--- src/rtl/wb_write_ctrl_if.sv ---
`default_nettype none
// +--------------------------------------------------------------------------+
// | Module      : wb_write_ctrl_if                                           |
// | Description : Load/ALU result handshakes, register-file write port and   |
// |               decode hazard lookup for wb_write_ctrl. Forwarding data    |
// |               signals exist only when WB_FWD_EN is defined.              |
// | Revision    : 1.0                                                        |
// +--------------------------------------------------------------------------+
interface wb_write_ctrl_if #(
    parameter int DATA_W = 32,
    parameter int ADDR_W = 3
);
    logic              mem_valid;
    logic [ADDR_W-1:0] mem_ws;
    logic [DATA_W-1:0] mem_wd;
    logic              mem_ready;

    logic              alu_valid;
    logic [ADDR_W-1:0] alu_ws;
    logic [DATA_W-1:0] alu_wd;
    logic              alu_ready;

    logic              WB_regwrite;
    logic [ADDR_W-1:0] ws;
    logic [DATA_W-1:0] wd;

    logic [ADDR_W-1:0] rs1;
    logic [ADDR_W-1:0] rs2;
    logic              rs1_pending;
    logic              rs2_pending;
    logic [7:0]        stall_cnt;

`ifdef WB_FWD_EN
    logic [DATA_W-1:0] rs1_fwd_data;
    logic [DATA_W-1:0] rs2_fwd_data;

    modport master (
        output mem_valid, mem_ws, mem_wd, alu_valid, alu_ws, alu_wd, rs1, rs2,
        input  mem_ready, alu_ready, WB_regwrite, ws, wd,
        input  rs1_pending, rs2_pending, stall_cnt, rs1_fwd_data, rs2_fwd_data
    );

    modport slave (
        input  mem_valid, mem_ws, mem_wd, alu_valid, alu_ws, alu_wd, rs1, rs2,
        output mem_ready, alu_ready, WB_regwrite, ws, wd,
        output rs1_pending, rs2_pending, stall_cnt, rs1_fwd_data, rs2_fwd_data
    );
`else
    modport master (
        output mem_valid, mem_ws, mem_wd, alu_valid, alu_ws, alu_wd, rs1, rs2,
        input  mem_ready, alu_ready, WB_regwrite, ws, wd,
        input  rs1_pending, rs2_pending, stall_cnt
    );

    modport slave (
        input  mem_valid, mem_ws, mem_wd, alu_valid, alu_ws, alu_wd, rs1, rs2,
        output mem_ready, alu_ready, WB_regwrite, ws, wd,
        output rs1_pending, rs2_pending, stall_cnt
    );
`endif
endinterface
`default_nettype wire

--- src/rtl/wb_write_ctrl.sv ---
`default_nettype none
// +--------------------------------------------------------------------------+
// | Module      : wb_write_ctrl                                              |
// | Description : Write-back arbiter: buffers load/ALU results in a FIFO and |
// |               retires one per cycle to the register file, with hazard    |
// |               lookup. Define WB_FWD_EN to add youngest-match forwarding. |
// | Revision    : 1.0                                                        |
// +--------------------------------------------------------------------------+
module wb_write_ctrl #(
    parameter int DEPTH  = 4,
    parameter int DATA_W = 32,
    parameter int ADDR_W = 3
) (
    input  wire logic      clk,
    input  wire logic      reset,
    wb_write_ctrl_if.slave bus
);
    localparam int c_PTR_W = $clog2(DEPTH);
    localparam int c_CNT_W = $clog2(DEPTH + 1);
    localparam logic [c_CNT_W:0] c_DEPTH = (c_CNT_W + 1)'(DEPTH);

    logic [c_CNT_W-1:0] count_q,     count_d;
    logic [c_PTR_W-1:0] wr_ptr_q,    wr_ptr_d;
    logic [c_PTR_W-1:0] rd_ptr_q,    rd_ptr_d;
    logic               wb_regwrite_q, wb_regwrite_d;
    logic [ADDR_W-1:0]  ws_q,        ws_d;
    logic [DATA_W-1:0]  wd_q,        wd_d;
    logic [7:0]         stall_cnt_q, stall_cnt_d;

    logic [ADDR_W-1:0]  buf_ws_q [DEPTH];
    logic [ADDR_W-1:0]  buf_ws_d [DEPTH];
    logic [DATA_W-1:0]  buf_wd_q [DEPTH];
    logic [DATA_W-1:0]  buf_wd_d [DEPTH];

    logic               w_mem_ready;
    logic               w_alu_ready;
    logic               w_mem_acc;
    logic               w_alu_acc;
    logic               w_pop;
    logic               w_stall;
    logic [c_PTR_W-1:0] w_wr_alu;
    logic               w_rs1_pending;
    logic               w_rs2_pending;

    // Readiness looks only at current occupancy, never at this cycle's dequeue.
    assign w_mem_ready = !reset && ({1'b0, count_q} < c_DEPTH);
    assign w_alu_ready = !reset &&
                         (({1'b0, count_q} + (c_CNT_W + 1)'(bus.mem_valid)) < c_DEPTH);
    assign w_mem_acc   = bus.mem_valid && w_mem_ready;
    assign w_alu_acc   = bus.alu_valid && w_alu_ready;
    assign w_pop       = (count_q != '0);
    assign w_stall     = (bus.mem_valid && !w_mem_ready) || (bus.alu_valid && !w_alu_ready);
    assign w_wr_alu    = wr_ptr_q + c_PTR_W'(w_mem_acc);

    always_comb begin
        buf_ws_d      = buf_ws_q;
        buf_wd_d      = buf_wd_q;
        wr_ptr_d      = wr_ptr_q + c_PTR_W'(w_mem_acc) + c_PTR_W'(w_alu_acc);
        rd_ptr_d      = rd_ptr_q + c_PTR_W'(w_pop);
        count_d       = count_q + c_CNT_W'(w_mem_acc) + c_CNT_W'(w_alu_acc)
                        - c_CNT_W'(w_pop);
        wb_regwrite_d = w_pop;
        ws_d          = ws_q;
        wd_d          = wd_q;
        stall_cnt_d   = stall_cnt_q;

        // The mem result is older than the alu result accepted alongside it.
        if (w_mem_acc) begin
            buf_ws_d[wr_ptr_q] = bus.mem_ws;
            buf_wd_d[wr_ptr_q] = bus.mem_wd;
        end
        if (w_alu_acc) begin
            buf_ws_d[w_wr_alu] = bus.alu_ws;
            buf_wd_d[w_wr_alu] = bus.alu_wd;
        end

        if (w_pop) begin
            ws_d = buf_ws_q[rd_ptr_q];
            wd_d = buf_wd_q[rd_ptr_q];
        end

        if (w_stall && (stall_cnt_q != 8'hFF)) begin
            stall_cnt_d = stall_cnt_q + 8'd1;
        end
    end

`ifdef WB_FWD_EN
    logic [DATA_W-1:0] w_rs1_fwd;
    logic [DATA_W-1:0] w_rs2_fwd;
`endif

    // Scan oldest (output stage) to youngest (tail) so the last match wins.
    always_comb begin
        w_rs1_pending = wb_regwrite_q && (ws_q == bus.rs1);
        w_rs2_pending = wb_regwrite_q && (ws_q == bus.rs2);
`ifdef WB_FWD_EN
        w_rs1_fwd = w_rs1_pending ? wd_q : '0;
        w_rs2_fwd = w_rs2_pending ? wd_q : '0;
`endif
        for (int k = 0; k < DEPTH; k++) begin
            if ((c_CNT_W'(k) < count_q) && (buf_ws_q[rd_ptr_q + c_PTR_W'(k)] == bus.rs1)) begin
                w_rs1_pending = 1'b1;
`ifdef WB_FWD_EN
                w_rs1_fwd = buf_wd_q[rd_ptr_q + c_PTR_W'(k)];
`endif
            end
            if ((c_CNT_W'(k) < count_q) && (buf_ws_q[rd_ptr_q + c_PTR_W'(k)] == bus.rs2)) begin
                w_rs2_pending = 1'b1;
`ifdef WB_FWD_EN
                w_rs2_fwd = buf_wd_q[rd_ptr_q + c_PTR_W'(k)];
`endif
            end
        end
    end

    always_ff @(posedge clk or posedge reset) begin
        if (reset) begin
            count_q       <= '0;
            wr_ptr_q      <= '0;
            rd_ptr_q      <= '0;
            wb_regwrite_q <= 1'b0;
            ws_q          <= '0;
            wd_q          <= '0;
            stall_cnt_q   <= '0;
        end else begin
            count_q       <= count_d;
            wr_ptr_q      <= wr_ptr_d;
            rd_ptr_q      <= rd_ptr_d;
            wb_regwrite_q <= wb_regwrite_d;
            ws_q          <= ws_d;
            wd_q          <= wd_d;
            stall_cnt_q   <= stall_cnt_d;
        end
    end

    // Storage needs no reset: entries are qualified by count and pointers.
    always_ff @(posedge clk) begin
        buf_ws_q <= buf_ws_d;
        buf_wd_q <= buf_wd_d;
    end

    assign bus.mem_ready   = w_mem_ready;
    assign bus.alu_ready   = w_alu_ready;
    assign bus.WB_regwrite = wb_regwrite_q;
    assign bus.ws          = ws_q;
    assign bus.wd          = wd_q;
    assign bus.rs1_pending = w_rs1_pending;
    assign bus.rs2_pending = w_rs2_pending;
    assign bus.stall_cnt   = stall_cnt_q;
`ifdef WB_FWD_EN
    assign bus.rs1_fwd_data = w_rs1_fwd;
    assign bus.rs2_fwd_data = w_rs2_fwd;
`endif
endmodule
`default_nettype wire
--- src/flat_wrapper.sv ---
// flat-port wrapper written by rule: the top's interface ports become plain ports
module wb_write_ctrl_flat 
#(
    parameter int DEPTH  = 4,
    parameter int DATA_W = 32,
    parameter int ADDR_W = 3
)
  (clk, reset, bus_mem_valid, bus_mem_ws, bus_mem_wd, bus_alu_valid, bus_alu_ws, bus_alu_wd, bus_rs1, bus_rs2, bus_mem_ready, bus_alu_ready, bus_WB_regwrite, bus_ws, bus_wd, bus_rs1_pending, bus_rs2_pending, bus_stall_cnt);
  wb_write_ctrl_if #(.DATA_W(DATA_W), .ADDR_W(ADDR_W)) bus_i ();
  input  wire logic clk;
  input  wire logic reset;
  input wire logic [$bits(bus_i.mem_valid)-1:0] bus_mem_valid;
  input wire logic [$bits(bus_i.mem_ws)-1:0] bus_mem_ws;
  input wire logic [$bits(bus_i.mem_wd)-1:0] bus_mem_wd;
  input wire logic [$bits(bus_i.alu_valid)-1:0] bus_alu_valid;
  input wire logic [$bits(bus_i.alu_ws)-1:0] bus_alu_ws;
  input wire logic [$bits(bus_i.alu_wd)-1:0] bus_alu_wd;
  input wire logic [$bits(bus_i.rs1)-1:0] bus_rs1;
  input wire logic [$bits(bus_i.rs2)-1:0] bus_rs2;
  output wire logic [$bits(bus_i.mem_ready)-1:0] bus_mem_ready;
  output wire logic [$bits(bus_i.alu_ready)-1:0] bus_alu_ready;
  output wire logic [$bits(bus_i.WB_regwrite)-1:0] bus_WB_regwrite;
  output wire logic [$bits(bus_i.ws)-1:0] bus_ws;
  output wire logic [$bits(bus_i.wd)-1:0] bus_wd;
  output wire logic [$bits(bus_i.rs1_pending)-1:0] bus_rs1_pending;
  output wire logic [$bits(bus_i.rs2_pending)-1:0] bus_rs2_pending;
  output wire logic [$bits(bus_i.stall_cnt)-1:0] bus_stall_cnt;
  assign bus_i.mem_valid = bus_mem_valid;
  assign bus_i.mem_ws = bus_mem_ws;
  assign bus_i.mem_wd = bus_mem_wd;
  assign bus_i.alu_valid = bus_alu_valid;
  assign bus_i.alu_ws = bus_alu_ws;
  assign bus_i.alu_wd = bus_alu_wd;
  assign bus_i.rs1 = bus_rs1;
  assign bus_i.rs2 = bus_rs2;
  assign bus_mem_ready = bus_i.mem_ready;
  assign bus_alu_ready = bus_i.alu_ready;
  assign bus_WB_regwrite = bus_i.WB_regwrite;
  assign bus_ws = bus_i.ws;
  assign bus_wd = bus_i.wd;
  assign bus_rs1_pending = bus_i.rs1_pending;
  assign bus_rs2_pending = bus_i.rs2_pending;
  assign bus_stall_cnt = bus_i.stall_cnt;
  wb_write_ctrl #(.DEPTH(DEPTH), .DATA_W(DATA_W), .ADDR_W(ADDR_W)) u_core (.clk(clk), .reset(reset), .bus(bus_i));
endmodule
--- config.mk ---
export PLATFORM = sky130hd
export DESIGN_NAME = wb_write_ctrl_flat
export DESIGN_NICKNAME = d
export VERILOG_FILES = /design/src/rtl/wb_write_ctrl_if.sv /design/src/rtl/wb_write_ctrl.sv /design/src/flat_wrapper.sv
export SDC_FILE = /design/constraint.sdc
export NUM_CORES = 1
export LEC_CHECK = 0
export ABC_AREA = 1
export CAP_MARGIN = 20
export CELL_PAD_IN_SITES_DETAIL_PLACEMENT = 2
export CELL_PAD_IN_SITES_GLOBAL_PLACEMENT = 2
export CORE_UTILIZATION = 33
export DETAILED_ROUTE_END_ITERATION = 12
export GPL_ROUTABILITY_DRIVEN = 0
export PLACE_DENSITY = 0.83
export RECOVER_POWER = 100
export SLEW_MARGIN = 30
export SYNTH_ARGS = -nofsm -noshare
export SYNTH_HDL_FRONTEND = slang
export SYNTH_SLANG_ARGS = --single-unit
--- constraint.sdc ---
create_clock -name clk -period 5.5 [get_ports clk]
set_input_delay 0.55 -clock clk [delete_from_list [all_inputs] [get_ports clk]]
set_output_delay 0.55 -clock clk [all_outputs]
set_load 0.02 [all_outputs]
==> flow_summary.yaml, run 1 <==
die:
  placementRows: 62
  core_region_area_sq_mm: 0.0288
  pin_count: 128
  floorplan.initialDensity: 0.335
  die_width_um: 173
  die_area_sq_mm: 0.0299
  die-height_um: 173
grt:
  antenna_found_initial: 1
  grt.total_usage: 0.244
  globalRoute.totalOverflow: 0
  wire_length_of_the_first_global_routing_pass_mm: 58.3
  grt_start_max_net_pins: 71
  first_global_vias: 11200
synthesis:
  warning_count_from_the_yosys_run: 0
  ys_seq_elements: 191
  count_of_distinct_cell_types_in_the_synthesized_netlist: 27
  cell_area_synth_sq_mm: 0.00966
  synthDominantAreaCellType: "sky130_fd_sc_hd__dfxtp_1"
  synth_seq_area_share: 0.422
  async_flop_share: 0.267
  netlist_instances: 1459
  dominantRegCellSynth: "sky130_fd_sc_hd__dfxtp_1"
  synth_top_cell_area_share: 0.290
  synth_enable_flop_cells: 0
  yosys-top-cells-area: "sky130_fd_sc_hd__dfxtp_1 (29%), sky130_fd_sc_hd__nand2_1 (17%), sky130_fd_sc_hd__dfrtp_1 (13%)"
  synth_area_per_cell_sq_um: 6.62
  syn_nets: 1549
critical_path:
  cp-start-kind: "input pin"
  timing.critical_path.to_type: "register"
  cp_startpoint: "bus_mem_valid"
  worstPathCellList: "dlygate4sd3_1 -> inv_1 -> nor3_1 -> nand3_1 -> clkbuf_2 -> nor2_1 -> a21oi_1 -> o21ai_0"
  crit_fanout: 46
  cp_data_required_time_ns: 5.87
  worstSetupPathType: "input pin to register"
  stage_delay_of_the_slowest_cell_on_the_critical_path_ns: 1.08
  cp.arrival_ns: 4.68
  critPathBufInv: 3
  timing.rr.start: "u_core.count_q[2]"
  path_delay_family: "simple AND/OR/NAND/NOR gates"
  cp_slowest_cell: "sky130_fd_sc_hd__nand3_1"
sta:
  timing.max_slew.rel_slack: -1.29
  finalHoldViolations: 0
  finalHoldWorstSlack_ns: 0.481
  slew_viol_final: 229
  count_of_endpoints_failing_setup_in_the_final_report: 0
  setup_total_negative_slack_ns: 0
  grt_setup_unrepaired: "no"
  timing.final.crit_period_ns: 4.31
  fin_skew_ns: 0.0163
  min_period_over_period: 0.783
  max_freq_ghz: 0.232
  max_slew.worst_pin.slew_ns: 3.43
power_and_ir_drop:
  leakage_nw: 5.37
  cellPowerDensity_mw_per_mm2: 608
  vdd.ir_drop.worst_v: 0.000260
flow_run:
  cap_violations: 4
drt:
  m1WireLength_mm: 16.1
  wl_met3_mm: 1.06
  drt_first_pass_iters: 5
  routed_via_density: 5.21
  vias: 10000
  wl_mm: 35.6
  route.antenna.remaining_nets: 0
  initialDrtViolationCount: 384
  highest_layer: "met4"
  routed_wire_length_per_instance_um: 18.5
  met2RoutedLength_mm: 18.0
  detail_route.drc_violations: 0
cells_and_area:
  stdcell_count: 1929
  final_nets: 1622
  drive_gt1_frac: 0.0343
  antenna_cells_inserted: 0
  area_delta_synth_final_pct: 21.7
cts:
  postCtsSetupBuffers: 0
  clock_latency_late_sink_ns: 0.46
  clk_pin_slew_ns: 0.08
  clk_root_buffer_cell: "sky130_fd_sc_hd__clkbuf_16"
  htree_levels: 4
  clock_tree_from_tritoncts: "built"
  cts.path.max_buffers: 2
  clock_sinks: 191
  post_cts_resized: 0
  number_of_clock_buffers_inserted_by_tritoncts: 17
  holdBufCountCts: 0
run_status:
  run_status: "complete, but fails checks"
  failed_checks: "max-capacitance violations, max-slew violations"
min_path:
  holdCritStartpoint: "u_core.bus.wd[26]"
  hold_path.class: "register to register"
placement:
  dp_cells: 1897
  place.port_buffers: 127
  detailed_place_hpwl_mm: 22.2
## routing by layer
metal,vias to the layer above,global-route usage
li1,4805,-
met1,5053,0.292
met2,160,0.452
met3,28,0.0372
met4,0,0.0642
met5,-,0
## Yosys cell counts (all sizes together), types with 5 or more instances
cell type and number:
a22oi 10, o21ai 114, nand3 44, buf 21
clkbuf 64, xnor2 10, ha 8, nand4 30
nor2 204, dfxtp 140, inv 114, a31oi 5
xor2 8, nand2 449, dfrtp 51, a21oi 179
## path summary, 6_finish.rpt
kind	end	slack, ns	depth (start not counted)
min	u_core.bus.wd[26]	0.48	2
min reg2reg	u_core.bus.wd[26]	0.48	2
max	u_core.buf_wd_q[61]	1.19	8
max reg2reg	u_core.buf_wd_q[61]	1.39	6
min in group asynchronous	u_core.count_q[2]	1.96	3
max in group asynchronous	u_core.bus.wd[5]	1.63	3
## per-stage QoR
stage	util	cell area (sq um)	power [mW]	setup WS, ns
final	0.408	11800	7.15	1.19
after global routing	0.408	11800	7.73	0.860
after CTS	0.410	11800	7.30	1.35
after detailed placement	0.389	11200	5.94	1.54
after global placement	0.389	11200	5.73	1.68
after floorplan	-	9660	4.66	2.39
## power by group
part / total, mW / internal, mW / leakage, nW / switching [mW]
registers: 2.57 / 2.09 / 1.81 / 0.481
logic: 3.26 / 1.18 / 3.27 / 2.08
clock network: 1.32 / 0.625 / 0.297 / 0.691
## layout make-up
cell class | instances | area [sq um]
fill | 3462 | 17000
multi-input combinational | 1069 | 4820
sequential | 191 | 4080
timing repair buffer | 139 | 1340
tap | 384 | 480
inverter | 114 | 428
clock buffer | 17 | 425
clock inverter | 15 | 183
## worst min-delay path, stage by stage, from the launching register on
cell and delay [ns]:
sky130_fd_sc_hd__dfrtp_1 0.34, sky130_fd_sc_hd__nand2_1 0.05, sky130_fd_sc_hd__nand2_1 0.05
## placed cells by master, fill, tap and decap left out, drive strengths merged, types with 9 or more instances in the layout
cell / count
a21oi: 179
a22oi: 10
clkbuf: 25
clkdlybuf4s50: 77
clkinv: 9
dfrtp: 51
dfxtp: 140
dlygate4sd3: 50
inv: 120
nand2: 449
nand3: 44
nand4: 30
nor2: 204
o21ai: 114
xnor2: 10
## registers in the layout, summed over array words and instances (netlist names)
name / flops
u_core.count_q: 3
u_core.bus.WB_regwrite: 1
u_core.buf_ws_q: 12
u_core.rd_ptr_q: 2
u_core.bus.ws: 3
u_core.wr_ptr_q: 2
u_core.bus.wd: 32
u_core.buf_wd_q: 128
u_core.bus.stall_cnt: 8
## cell families (layout without fill, tap and decap cells)
logic type	count (synthesis)	in the layout	share of synthesized area
fa+ha+maj	10	10	0.0145
buf+inv	199	285	0.0803
xor+xnor	18	18	0.0163
compound gates	309	309	0.164
flops	191	191	0.422
simple gates	732	732	0.303
(Power assumes the default switching activity.)
==> run 2: changes to the inputs <==
- CORE_UTILIZATION: 33 -> 30
- PLACE_DENSITY: 0.83 -> 0.76
- clock period: 5.5 -> 4.2 ns (I/O delays scaled with it)
==> run 2 against run 1 <==
  * The run still ends with max-capacitance violations, max-slew violations left
  * Sequential share of layout area about the same
  * Non-clock buffer count increased by 1
  * First-iteration DRC count decreased by 7.0%
  * Total power increased by 29%
  * Clock-buffer cell count increased by 3
  * Register-to-register slack got worse by 0.84 ns
  * Global-route usage decreased by 2.5 points
  * Critical path type unchanged
  * Largest power group unchanged
  * Highest routed layer unchanged
==> flow_summary.yaml, run 2 (synthesis gave the netlist of run 1 again) <==
sta:
  fin_skew_ns: 0.0163
  timing.final.crit_period_ns: 3.68
  finalHoldWorstSlack_ns: 0.480
  count_of_endpoints_failing_setup_in_the_final_report: 0
  grt_setup_unrepaired: "no"
  max_slew.worst_pin.slew_ns: 2.58
  max_freq_ghz: 0.272
  timing.max_slew.rel_slack: -0.717
  finalHoldViolations: 0
  setup_total_negative_slack_ns: 0
  min_period_over_period: 0.876
  slew_viol_final: 199
drt:
  routed_wire_length_per_instance_um: 17.9
  vias: 9911
  route.antenna.remaining_nets: 0
  initialDrtViolationCount: 357
  wl_mm: 34.9
  detail_route.drc_violations: 0
  routed_via_density: 5.09
  drt_first_pass_iters: 4
die:
  floorplan.initialDensity: 0.305
  die-height_um: 181
  die_width_um: 181
  core_region_area_sq_mm: 0.0316
  pin_count: 128
  die_area_sq_mm: 0.0329
  placementRows: 65
cells_and_area:
  largest_register_ffs: 128
  layout.cells.most_common_list: "sky130_fd_sc_hd__nand2_1 (449), sky130_fd_sc_hd__nor2_1 (204), sky130_fd_sc_hd__a21oi_1 (179)"
  utilization: 0.371
  antenna_cells_inserted: 0
  drive_gt1_frac: 0.0362
  final_common_cell: "sky130_fd_sc_hd__nand2_1"
  final_nets: 1623
  fill_cells: 3760
  regMostFlops: "u_core.buf_wd_q"
  stdcell_count: 1948
  area_delta_synth_final_pct: 21.7
critical_path:
  cp_data_required_time_ns: 4.54
  cp-start-kind: "input pin"
  r2r-end: "u_core.buf_wd_q[111]"
  cp.arrival_ns: 4.02
  timing.critical_path.to_type: "register"
  crit_fanout: 70
  worstSetupPathType: "input pin to register"
  reg2regPathDepth: 7
  cp_startpoint: "reset"
  worst_r2r_setup_slack_ns: 0.55
  timing.rr.start: "u_core.count_q[2]"
power_and_ir_drop:
  vdd.ir_drop.worst_v: 0.000314
  fraction_of_power_consumed_by_sequential_logic: 0.360
  leakage_nw: 5.36
  clock_power_share: 0.176
  power.switching_fraction: 0.442
  intPower_mw: 5.14
  switching_power_mw: 4.07
  comb_power_share: 0.464
  cellPowerDensity_mw_per_mm2: 784
cts:
  postCtsSetupBuffers: 0
  clk_root_buffer_cell: "sky130_fd_sc_hd__clkbuf_16"
  holdBufCountCts: 0
  clock_sinks: 191
  htree_levels: 4
  cts.path.max_buffers: 2
  post_cts_resized: 0
  number_of_clock_buffers_inserted_by_tritoncts: 17
  clk_pin_slew_ns: 0.07
  clock_latency_late_sink_ns: 0.44
  clock_tree_from_tritoncts: "built"
run_status:
  failed_checks: "max-capacitance violations, max-slew violations"
  run_status: "complete, but fails checks"
min_path:
  holdCritStartpoint: "u_core.bus.wd[29]"
  timing.hold.worst_endpoint: "u_core.bus.wd[29]"
  hold_path.class: "register to register"
  hold_depth: 2
grt:
  globalRoute.totalOverflow: 0
  antenna_found_initial: 0
  wire_length_of_the_first_global_routing_pass_mm: 57.2
  first_global_vias: 10800
  grt_start_max_net_pins: 71
  grt.total_usage: 0.219
flow_run:
  cap_violations: 3
placement:
  dp_cells: 1916
  place.port_buffers: 127
  detailed_place_hpwl_mm: 21.8
==> run 2: worst max path at each step <==
stage,to,slack [ns],cells after the start
after global routing,u_core.buf_wd_q[107],0.26,7
after CTS,bus_rs1_pending,0.76,13
after floorplan,u_core.count_q[1],1.22,7
after global placement,u_core.buf_ws_q[4],1.27,8
final,u_core.buf_wd_q[111],0.52,8
after detailed placement,u_core.buf_wd_q[45],1.09,9
==> run 2: metal layers <==
layer	track usage	vias up	share of wire
li1	-	4797	-
met1	0.279	4948	0.46
met2	0.389	137	0.50
met3	0.0255	29	0.026
met4	0.0597	0	0.017
met5	0	-	0
==> run 2: per-stage QoR <==
step | cell area (sq um) | power [mW] | worst slack (ns)
3_5_place_dp | 11200 | 7.79 | 1.09
2_1_floorplan | 9660 | 6.10 | 1.22
3_3_place_gp | 11200 | 7.54 | 1.27
5_1_grt | 11700 | 10.0 | 0.259
4_1_cts | 11800 | 9.47 | 0.761
6_report | 11700 | 9.21 | 0.521
==> run 2: layout make-up <==
class                      count  area [sq um]  share of cell area
clock buffer                  20           457              0.0389
clock inverter                12           111             0.00948
inverter                     114           428              0.0364
multi-input combinational   1069          4810               0.410
sequential                   191          4080               0.347
tap                          402           503              0.0428
timing repair buffer         140          1360               0.115
==> run 2: power groups by stage <==
stage | logic (mW) | clock network [mW] | registers [mW]
2_1_floorplan | 2.70 | 0 | 3.40
3_3_place_gp | 4.21 | 0 | 3.33
3_5_place_dp | 4.42 | 0 | 3.37
4_1_cts | 4.45 | 1.67 | 3.34
5_1_grt | 4.86 | 1.73 | 3.44
6_report | 4.27 | 1.62 | 3.32
==> run 2: critical path, cell delays in order <==
cell,delay (ns)
sky130_fd_sc_hd__dlygate4sd3_1,0.58
sky130_fd_sc_hd__nor3_1,0.78
sky130_fd_sc_hd__ha_1,0.31
sky130_fd_sc_hd__xnor2_1,0.24
sky130_fd_sc_hd__nand3_2,0.15
sky130_fd_sc_hd__buf_2,1.14
sky130_fd_sc_hd__nor2_1,0.14
sky130_fd_sc_hd__a21oi_1,0.22
